===== config.mk =====
export PLATFORM = sky130hd
export DESIGN_NAME = pll_lock_supervisor_flat
export DESIGN_NICKNAME = d
export VERILOG_FILES = /design/src/rtl/pll_lock_supervisor_if.sv /design/src/rtl/pll_lock_supervisor.sv /design/src/flat_wrapper.sv
export SDC_FILE = /design/constraint.sdc
export NUM_CORES = 1
export LEC_CHECK = 0
export BUFFER_PORTS_ARGS = -buffer_cell sky130_fd_sc_hd__buf_4
export CAP_MARGIN = 5
export CELL_PAD_IN_SITES_DETAIL_PLACEMENT = 0
export CELL_PAD_IN_SITES_GLOBAL_PLACEMENT = 1
export CORE_MARGIN = 2
export CORE_UTILIZATION = 49
export CTS_BUF_LIST = sky130_fd_sc_hd__clkbuf_16
export CTS_CLUSTER_SIZE = 25
export DETAILED_ROUTE_END_ITERATION = 10
export PLACE_DENSITY = 0.92
export SYNTH_ARGS = -nofsm -noshare
export SYNTH_HDL_FRONTEND = slang
export SYNTH_SLANG_ARGS = --single-unit

===== constraint.sdc =====
create_clock -name clock -period 4.81 [get_ports clock]
set_input_delay 0.2405 -clock clock [delete_from_list [all_inputs] [get_ports clock]]
set_output_delay 0.2405 -clock clock [all_outputs]
set_load 0.005 [all_outputs]

===== src/rtl/pll_lock_supervisor_if.sv =====
// Status/control bundle of the PLL lock supervisor: raw lock in, reset/status out.
interface pll_lock_supervisor_if #(
    parameter int CNT_W = 8
);
    logic             locked;
    logic             loss_clr;
    logic             pll_rst_n;
    logic             ready;
    logic [CNT_W-1:0] loss_count;
    logic [1:0]       state;
    logic             timeout;

    modport master (
        output locked, loss_clr,
        input  pll_rst_n, ready, loss_count, state, timeout
    );

    modport slave (
        input  locked, loss_clr,
        output pll_rst_n, ready, loss_count, state, timeout
    );
endinterface


===== src/rtl/pll_lock_supervisor.sv =====
// PLL lock supervisor on the 48 MHz reference clock: syncs lock, gates the PLL-domain reset,
// counts lock losses. Define PLL_TIMEOUT_EN to build the sticky lock-acquire timeout.
module pll_lock_supervisor #(
    parameter int STABLE_CYCLES  = 4800,
    parameter int RECOVER_CYCLES = 480,
    parameter int CNT_W          = 8,
    parameter int TIMEOUT_CYCLES = 48000
) (
    input logic                  clock,
    input logic                  reset_n,
    pll_lock_supervisor_if.slave bus
);
    typedef enum logic [1:0] {
        WAIT_LOCK = 2'b00,
        STABILIZE = 2'b01,
        RUN       = 2'b10,
        LOST      = 2'b11
    } state_t;

    localparam int SW = (STABLE_CYCLES  > 1) ? $clog2(STABLE_CYCLES)  : 1;
    localparam int RW = (RECOVER_CYCLES > 1) ? $clog2(RECOVER_CYCLES) : 1;
    localparam logic [SW-1:0] STAB_LAST = SW'(STABLE_CYCLES - 1);
    localparam logic [RW-1:0] REC_LAST  = RW'(RECOVER_CYCLES - 1);

    if (STABLE_CYCLES < 1 || RECOVER_CYCLES < 1 || TIMEOUT_CYCLES < 1) begin : g_bad_param
        $error("pll_lock_supervisor: cycle parameters must be >= 1");
    end

    logic          sync1, lk;
    state_t        st;
    logic [SW-1:0] stab_cnt;
    logic [RW-1:0] rec_cnt;
    logic          loss_evt;

    always_ff @(posedge clock or negedge reset_n) begin
        if (!reset_n) begin
            sync1 <= 1'b0;
            lk    <= 1'b0;
        end else begin
            sync1 <= bus.locked;
            lk    <= sync1;
        end
    end

    // pll_rst_n/ready are set alongside the state transition so all three move on one edge.
    always_ff @(posedge clock or negedge reset_n) begin
        if (!reset_n) begin
            st            <= WAIT_LOCK;
            stab_cnt      <= '0;
            rec_cnt       <= '0;
            bus.pll_rst_n <= 1'b0;
            bus.ready     <= 1'b0;
        end else begin
            case (st)
                WAIT_LOCK: if (lk) begin
                    st       <= STABILIZE;
                    stab_cnt <= '0;
                end
                STABILIZE: if (!lk) begin
                    st <= WAIT_LOCK;
                end else if (stab_cnt == STAB_LAST) begin
                    st            <= RUN;
                    bus.pll_rst_n <= 1'b1;
                    bus.ready     <= 1'b1;
                end else begin
                    stab_cnt <= stab_cnt + 1'b1;
                end
                RUN: if (!lk) begin
                    st            <= LOST;
                    rec_cnt       <= '0;
                    bus.pll_rst_n <= 1'b0;
                    bus.ready     <= 1'b0;
                end
                LOST: if (rec_cnt == REC_LAST) begin
                    st <= WAIT_LOCK;
                end else begin
                    rec_cnt <= rec_cnt + 1'b1;
                end
                default: begin
                    st            <= WAIT_LOCK;
                    bus.pll_rst_n <= 1'b0;
                    bus.ready     <= 1'b0;
                end
            endcase
        end
    end

    assign bus.state = st;
    assign loss_evt  = (st == RUN) && !lk;

    // A clear in the same cycle as a loss leaves the counter at zero.
    always_ff @(posedge clock or negedge reset_n) begin
        if (!reset_n) begin
            bus.loss_count <= '0;
        end else if (bus.loss_clr) begin
            bus.loss_count <= '0;
        end else if (loss_evt && (bus.loss_count != {CNT_W{1'b1}})) begin
            bus.loss_count <= bus.loss_count + 1'b1;
        end
    end

`ifdef PLL_TIMEOUT_EN
    localparam int AW = $clog2(TIMEOUT_CYCLES + 1);
    localparam logic [AW-1:0] ACQ_LAST = AW'(TIMEOUT_CYCLES - 1);
    localparam logic [AW-1:0] ACQ_END  = AW'(TIMEOUT_CYCLES);

    logic [AW-1:0] acq_cnt;
    logic          tout;
    logic          waiting, to_active;

    assign waiting   = (st == WAIT_LOCK) || (st == STABILIZE);
    assign to_active = ((st == STABILIZE) && lk && (stab_cnt == STAB_LAST)) || loss_evt;

    // acq_cnt parks one past the trigger value so a cleared flag is not re-raised while still waiting.
    always_ff @(posedge clock or negedge reset_n) begin
        if (!reset_n) begin
            acq_cnt <= '0;
            tout    <= 1'b0;
        end else begin
            if (to_active)
                acq_cnt <= '0;
            else if (waiting && (acq_cnt != ACQ_END))
                acq_cnt <= acq_cnt + 1'b1;

            if (bus.loss_clr)
                tout <= 1'b0;
            else if (waiting && (acq_cnt == ACQ_LAST))
                tout <= 1'b1;
        end
    end

    assign bus.timeout = tout;
`else
    assign bus.timeout = 1'b0;
`endif
endmodule


===== src/flat_wrapper.sv =====
// flat-port wrapper written by rule: the top's interface ports become plain ports
module pll_lock_supervisor_flat 
#(
    parameter int STABLE_CYCLES  = 4800,
    parameter int RECOVER_CYCLES = 480,
    parameter int CNT_W          = 8,
    parameter int TIMEOUT_CYCLES = 48000
)
  (clock, reset_n, bus_locked, bus_loss_clr, bus_pll_rst_n, bus_ready, bus_loss_count, bus_state, bus_timeout);
  pll_lock_supervisor_if #(.CNT_W(CNT_W)) bus_i ();
  input logic clock;
  input logic reset_n;
  input wire logic [$bits(bus_i.locked)-1:0] bus_locked;
  input wire logic [$bits(bus_i.loss_clr)-1:0] bus_loss_clr;
  output wire logic [$bits(bus_i.pll_rst_n)-1:0] bus_pll_rst_n;
  output wire logic [$bits(bus_i.ready)-1:0] bus_ready;
  output wire logic [$bits(bus_i.loss_count)-1:0] bus_loss_count;
  output wire logic [$bits(bus_i.state)-1:0] bus_state;
  output wire logic [$bits(bus_i.timeout)-1:0] bus_timeout;
  assign bus_i.locked = bus_locked;
  assign bus_i.loss_clr = bus_loss_clr;
  assign bus_pll_rst_n = bus_i.pll_rst_n;
  assign bus_ready = bus_i.ready;
  assign bus_loss_count = bus_i.loss_count;
  assign bus_state = bus_i.state;
  assign bus_timeout = bus_i.timeout;
  pll_lock_supervisor #(.STABLE_CYCLES(STABLE_CYCLES), .RECOVER_CYCLES(RECOVER_CYCLES), .CNT_W(CNT_W), .TIMEOUT_CYCLES(TIMEOUT_CYCLES)) u_core (.clock(clock), .reset_n(reset_n), .bus(bus_i));
endmodule

==> results of run 1 <==
==> sequential cells by signal, summed over array words and instances, names as in the netlist, named ones only <==
name	cells
u_core.rec_cnt	9
u_core.sync1	1
u_core.bus.state	1
u_core.bus.pll_rst_n	1
u_core.bus.loss_count	8
u_core.stab_cnt	13
u_core.lk	1
==> through the flow <==
step                      total power, W  util (%)
after floorplan                 0.000323         -
after global placement          0.000335      54.9
after detailed placement        0.000336      54.9
after CTS                       0.000761      60.4
after global routing            0.000778      60.4
final                           0.000756      60.4
==> area by class of cell <==
class | instances | share of cell area, %
clock buffer | 5 | 5.66
clock inverter | 3 | 3.06
inverter | 5 | 0.849
multi-input combinational | 149 | 42.2
sequential | 35 | 39.6
tap | 48 | 2.72
timing repair buffer | 17 | 5.89
==> cells in the final DEF (no fill, tap or decap), types with 3 or more instances in the layout <==
cell type and n:
xor2_1 4, ha_1 3, buf_4 16, nor2_1 18, o21ai_1 3, inv_1 5
nand4_1 6, o21ai_0 9, nor3_1 5, nand3_1 8, a21oi_1 14, nand4b_1 3
nand2_1 16, and3_1 3, o31ai_1 5, a31oi_1 6, dfrtp_1 35, nand2b_1 3
or4_1 3, clkbuf_16 5, o211ai_1 3
==> report_power, final <==
part | leakage [nW] | switching, W | internal [W]
clock | 0.0900 | 0.000128 | 0.000297
combinational | 0.396 | 0.0000155 | 0.00000944
sequential | 0.480 | 0.00000707 | 0.000299
==> synthesized netlist by cell type, types with 3 or more instances <==
library cell	count	share of area (%)
xor2_1	4	1.9
a31oi_1	6	2.0
o31ai_1	5	2.0
clkbuf_1	4	0.80
ha_1	3	2.0
o21ai_0	9	2.4
nand3_1	8	2.1
a21oi_1	14	3.7
nand2_1	16	3.2
or4_1	3	1.2
dfrtp_1	35	47
o21ai_1	3	0.80
o211ai_1	3	1.2
nor3_1	5	1.3
nand4_1	6	2.0
nor2_1	18	3.6
and3_1	3	1.0
inv_1	5	1.0
nand2b_1	3	1.0
nand4b_1	3	1.4
==> cell families (layout without fill, tap and decap cells) <==
logic type / count (synthesis) / count (layout)
compound gates: 52 / 52
mux: 2 / 2
flops: 35 / 35
buf+inv: 14 / 30
simple gates: 86 / 86
xor+xnor: 5 / 5
other cells: 1 / 1
fa+ha+maj: 3 / 3
==> critical path: stages (launching register included) <==
cell      delay [ps]
dfrtp_1          420
ha_1             220
nand4_1          180
o311ai_0        1010
a21oi_1          140
a21oi_1          200
==> how the worst max path moves through the flow <==
stage	end
after floorplan	u_core.bus.state[0]
after global placement	u_core.bus.state[0]
after detailed placement	u_core.rec_cnt[5]
after CTS	u_core.rec_cnt[5]
after global routing	u_core.rec_cnt[5]
final	u_core.rec_cnt[5]
==> repair_timing <==
| action | 4_1_cts | 5_1_grt |
|---|---|---|
| hold buffers | 1 | 0 |
| hold endpoints to repair | 35 | 0 |
| gates resized for setup | 0 | 0 |
| buffers inserted | 0 | 0 |
==> routing by layer <==
metal | vias up | global-route usage (%) | part of all wire [%]
met3 | 11 | 5.28 | 4.6
met1 | 783 | 29.6 | 44
met2 | 45 | 35.4 | 50
li1 | 771 | - | -
met5 | - | 0 | 0
met4 | 0 | 9.64 | 1.5
==> metrics.md, run 1 <==
| Metric | Value |
|---|---|
| Post-Synth XOR/XNOR Area | approximately 2.3% |
| Async set-or-reset flop fraction in the synthesized netlist | 100% |
| Pre-CTS setup slack | approximately 2800 ps |
| Grt ovf | 0 |
| Hold Startpoint | bus_locked |
| Cell Area, Placed | 2010 µm² |
| Simple-Gate Fraction of Synth Area | 26.6% |
| DR iter-0 viols | 133 |
| Cell Area, Synth | 1870 µm² |
| Largest net degree at the start of global routing | 36 |
| Synth Flop Type | dfrtp_1 |
| Antenna diode count | 0 |
| Period utilization | 46.9% |
| Vias in the first global route | 1595 |
| Unrepaired setup endpoints after global routing | no |
| # H-tree levels | 2 |
| # IOs | 17 |
| R2r worst-path depth | 5 |
| Flip-flop and latch area | approximately 880 µm² |
| Type of origin of the critical path | register |
| Syn-to-layout area delta | 18.1% |
| Critical R2R Launch | u_core.rec_cnt[0] |
| Worst Setup SP | u_core.rec_cnt[0] |
| Non-filler cells in the finished layout | roughly 260 |
| Max cap viols | 0 |
| Multiplexer share of the synthesized area | 1.07% |
| Share of layout cells above drive strength 1 | around 14% |
| Lkg Pwr | just under 1 nW |
| Setup Total Neg Slack | 0 ps |
| Worst R2R End | u_core.rec_cnt[5] |
| Wire length per cell | 16.5 µm |
| Ys Warns | 0 |
| Die Span X | 65.8 µm |
| # port buffers | 15 |
| Post-route cell area | 2210 µm² |
| Clock Sink Count | 35 |
| Critical Path AT | ~2500 ps |
| Drt first pass iters | 4 |
| Number of flops mapped to enable cells by yosys | 0 |
| Setup violators final | 0 |
| Reg-to-reg slack, setup | around 2600 ps |
| Complex-gate fraction of the synthesized area | 17.6% |
| CORE AREA | 3660 µm² |
| CTS tree | done |
| Run status | finished clean |
| Largest family of logic cells by synthesized area | simple AND/OR/NAND/NOR gates |
| Number of buffers created by CTS | 5 |
| Setup CP Type | reg -> reg |
| Worst-path clk slew | 60 ps |
| Fin crit period | 2260 ps |
| CP endpoint kind | register |
| Slew margin rel. | about 18% |
| Worst EP required | ~5000 ps |
| VDD IR max | 215 µV |
| PD cells | 342 nW/µm² |
| Final Max Slew Viols | 0 |
| DRC | 0 |
| Detailed Place HPWL | 2.83 mm |
| Placed Instances | 253 |
| Hold path endpoint | u_core.sync1 |
| Final Hold Fails | 0 |
| Post-Synth Adder-Cell Area | 2.01% |
| # fillers | 307 |
| Die Height | between 60 and 70 µm |
| Worst clock skew | roughly 7.5 ps |
| Synthesized flop and latch total | 35 |
| Initial Utilization | 51.1% |
| Synth Area per Inst | roughly 9.5 µm² |
| Via-to-Cell Ratio | about 6 |
| Hold WC Path Type | in -> reg |
| Final Worst Setup Slack | 2550 ps |
| Routed Antenna Nets | 0 |
| Initial antenna violation count | 0 |
| Area of the multi-input gates | ~930 µm² |
| Synth unique cells | 50 |
| Worst Path Max Fanout | 5 |
| Nets | 220 |
| Worst-Margin Slew | 1220 ps |
| Routability congestion estimate | 0.886 |
| Peak Freq | 443 MHz |
| WHS Path Cells | 1 |
| Clock root buffer | clkbuf_16 |
| Die area | 4330 µm² |
| Cell Rows | 22 |
| Clk Latency, worst-skew pair | 280 ps |
| Worst Hold Margin | 70.7 ps |
| Seq/Total Area, Yosys | 46.8% |
| GRT Total Usage | 22.4% |
| Global-route wire length before repair | 7.45 mm |
| Gate Count Post-Synth | 198 |
| Final WL | 4.33 mm |
| Syn Nets | 205 |
| DR vias | 1610 |
| Clk buf depth | 2 |
No activity file was read; power rests on OpenSTA's default activity.
==> inputs of run 2 (changes only) <==
Settings changed: CORE_UTILIZATION 49 to 41, PLACE_DENSITY 0.92 to 0.83.
Clock period 4.81 ns to 2.01 ns, I/O delays scaled along.
==> run 2 against run 1 <==
Sequential share of layout area is 0.98 points lower. Worst setup slack worse by 2400 ps. Count of clock-buffer cells in the layout stayed put. Total power is 100% higher. Die area is 18% higher. Final area is 2.5% higher. Largest cell class unchanged. Critical path depth stayed put. First-iteration DRC count is 17% lower. Critical path type unchanged.
==> metrics.md, run 2 (same netlist as run 1, synthesis figures left out) <==
| Metric | Value |
|---|---|
| Type of origin of the critical path | register |
| # fillers | 401 (+31%) |
| Cell Chain, Critical Path | or4b_4 > nor4_4 > buf_4 > nand2b_1 > o21ai_1 |
| Routability congestion estimate | 0.810 (-8.6%) |
| Clk buf depth | 2 (unchanged) |
| Flip-flop and latch area | 876 µm² (unchanged) |
| Nets | 234 (+6.4%) |
| Detailed Place HPWL | 2.84 mm (+0.47%) |
| Run status | finished clean |
| Clock root buffer | clkbuf_16 |
| Global-route wire length before repair | 7.29 mm (-2.2%) |
| Largest registers | u_core.stab_cnt x13, u_core.rec_cnt x9, u_core.bus.loss_count x8 |
| Setup CP Type | reg -> reg |
| Area of the multi-input gates | 933 µm² (unchanged) |
| Worst clock skew | 2.20 ps (-5.29 ps) |
| Worst path slowest cell | or4b_4 |
| Hold Startpoint | bus_loss_clr |
| GRT Total Usage | 18.0% (-4.4 points) |
| Final WL | 4.12 mm (-4.7%) |
| Final Max Slew Viols | 0 (unchanged) |
| Die Span X | 71.6 µm (+8.8%) |
| WP buf/inv | 1 (+1) |
| # H-tree levels | 2 (unchanged) |
| DRC | 0 (unchanged) |
| Die Height | 71.6 µm (+8.8%) |
| Setup Total Neg Slack | 0 ps (unchanged) |
| R2r worst-path depth | 5 (unchanged) |
| Lkg Pwr | 1.01 nW (+5.1%) |
| PD cells | 672 nW/µm² (+96%) |
| CORE AREA | 4380 µm² (+20%) |
| Wire length per cell | 14.7 µm (-11%) |
| Routed Antenna Nets | 0 (unchanged) |
| Critical Path AT | 1970 ps (-490 ps) |
| Setup violators final | 0 (unchanged) |
| Via-to-Cell Ratio | 5.79 (-5.7%) |
| Clk Latency, worst-skew pair | 270 ps (about the same) |
| Largest Register | u_core.stab_cnt |
| Setup Buffers After CTS | 0 (unchanged) |
| Grt ovf | 0 (unchanged) |
| Worst R2R End | u_core.stab_cnt[1] |
| Worst-Margin Slew | 659 ps (-557 ps) |
| Worst-path clk slew | 50 ps (about the same) |
| Critical R2R Launch | u_core.stab_cnt[11] |
| Period utilization | 90.5% (+44 points) |
| Worst Path Max Fanout | 10 (+5) |
| DR vias | 1622 (+0.75%) |
| Cell Rows | 24 (+9.1%) |
| Hold path endpoint | u_core.bus.loss_count[1] |
| Syn-to-layout area delta | 21.1% |
| Initial antenna violation count | 0 (unchanged) |
| Drt first pass iters | 4 (unchanged) |
| Antenna diode count | 0 (unchanged) |
| Die area | 5120 µm² (+18%) |
| Slew margin rel. | 54.9% (+37 points) |
| Largest net degree at the start of global routing | 36 (unchanged) |
| Initial Utilization | 42.7% (-8.4 points) |
| Most frequent cells in the layout | 35 x dfrtp_1, 29 x buf_4, 18 x nor2_1 |
| Most common cell after layout, fill and taps aside | dfrtp_1 |
| Post-CTS Resized | 0 (unchanged) |
| Reg-to-reg slack, setup | 190 ps (-2360 ps) |
| Clock Sink Count | 35 (unchanged) |
| CTS tree | done |
| Peak Freq | 550 MHz (+24%) |
| Fin crit period | 1820 ps (-437 ps) |
| DR iter-0 viols | 110 (-17%) |
| WHS Path Cells | 2 (+1) |
| Top cell family by delay on the critical path | simple AND/OR/NAND/NOR gates |
| Final Hold Fails | 0 (unchanged) |
| Max FFs per register | 13 (unchanged) |
| # port buffers | 15 (unchanged) |
| # IOs | 17 (unchanged) |
| Worst EP required | 2160 ps (-2850 ps) |
| Total power | 0.00152 W (+100%) |
| CP max stage delay | 530 ps (-480 ps) |
| VDD IR max | 486 µV (+130%) |
| Vias in the first global route | 1535 (-3.8%) |
| Hold WC Path Type | in -> reg |
| Share of layout cells above drive strength 1 | 17.5% (+3.5 points) |
| # hold bufs at CTS | 2 (+1) |
| Max cap viols | 0 (unchanged) |
| Unrepaired setup endpoints after global routing | no |
| CP endpoint kind | register |
| Number of buffers created by CTS | 5 (unchanged) |
run 2: worst max-delay path by stage:
stage | cells after the start | slack [ps] | to | from
after floorplan | 4 | 210 | u_core.bus.state[0] | u_core.stab_cnt[8]
after global placement | 5 | 220 | u_core.stab_cnt[5] | u_core.stab_cnt[8]
after detailed placement | 5 | 180 | u_core.rec_cnt[8] | u_core.rec_cnt[0]
after CTS | 5 | 180 | u_core.stab_cnt[1] | u_core.stab_cnt[8]
after global routing | 4 | 20 | u_core.bus.loss_count[7] | register
final | 5 | 190 | u_core.stab_cnt[1] | u_core.stab_cnt[11]
run 2: metrics by stage:
stage | instance area (µm²) | hold WS (ps) | setup slack [ps] | instances | utilization (%)
finish | 2270 | 48.9 | 191 | 280 | 51.7
global route | 2270 | 63.9 | 16.7 | 280 | 51.7
CTS | 2270 | 44.5 | 183 | 280 | 51.7
detailed placement | 2110 | 83.0 | 183 | 270 | 48.1
global placement | 2110 | 84.3 | 225 | 270 | 48.1
floorplan | 1870 | -195 | 212 | 198 | -
run 2: layout make-up:
| type | instances | share of cell area (%) |
|---|---|---|
| repair buffers | 31 | 10.5 |
| flip-flops and latches | 35 | 38.6 |
| multi-input cells | 149 | 41.2 |
| well taps | 52 | 2.87 |
| clock inverters | 3 | 0.497 |
| inverters | 5 | 0.828 |
| clock buffers | 5 | 5.52 |
run 2: power by group:
part / switching [W] / internal (W)
clock network: 0.000275 / 0.000445
registers: 0.0000120 / 0.000716
logic: 0.0000432 / 0.0000304
total: 0.000330 / 0.00119
run 2: routing by layer:
metal	track usage [%]	share of wire, %
met2	27.0	48
met3	3.80	3.6
met1	25.1	47
met4	8.39	0.95
met5	0	0
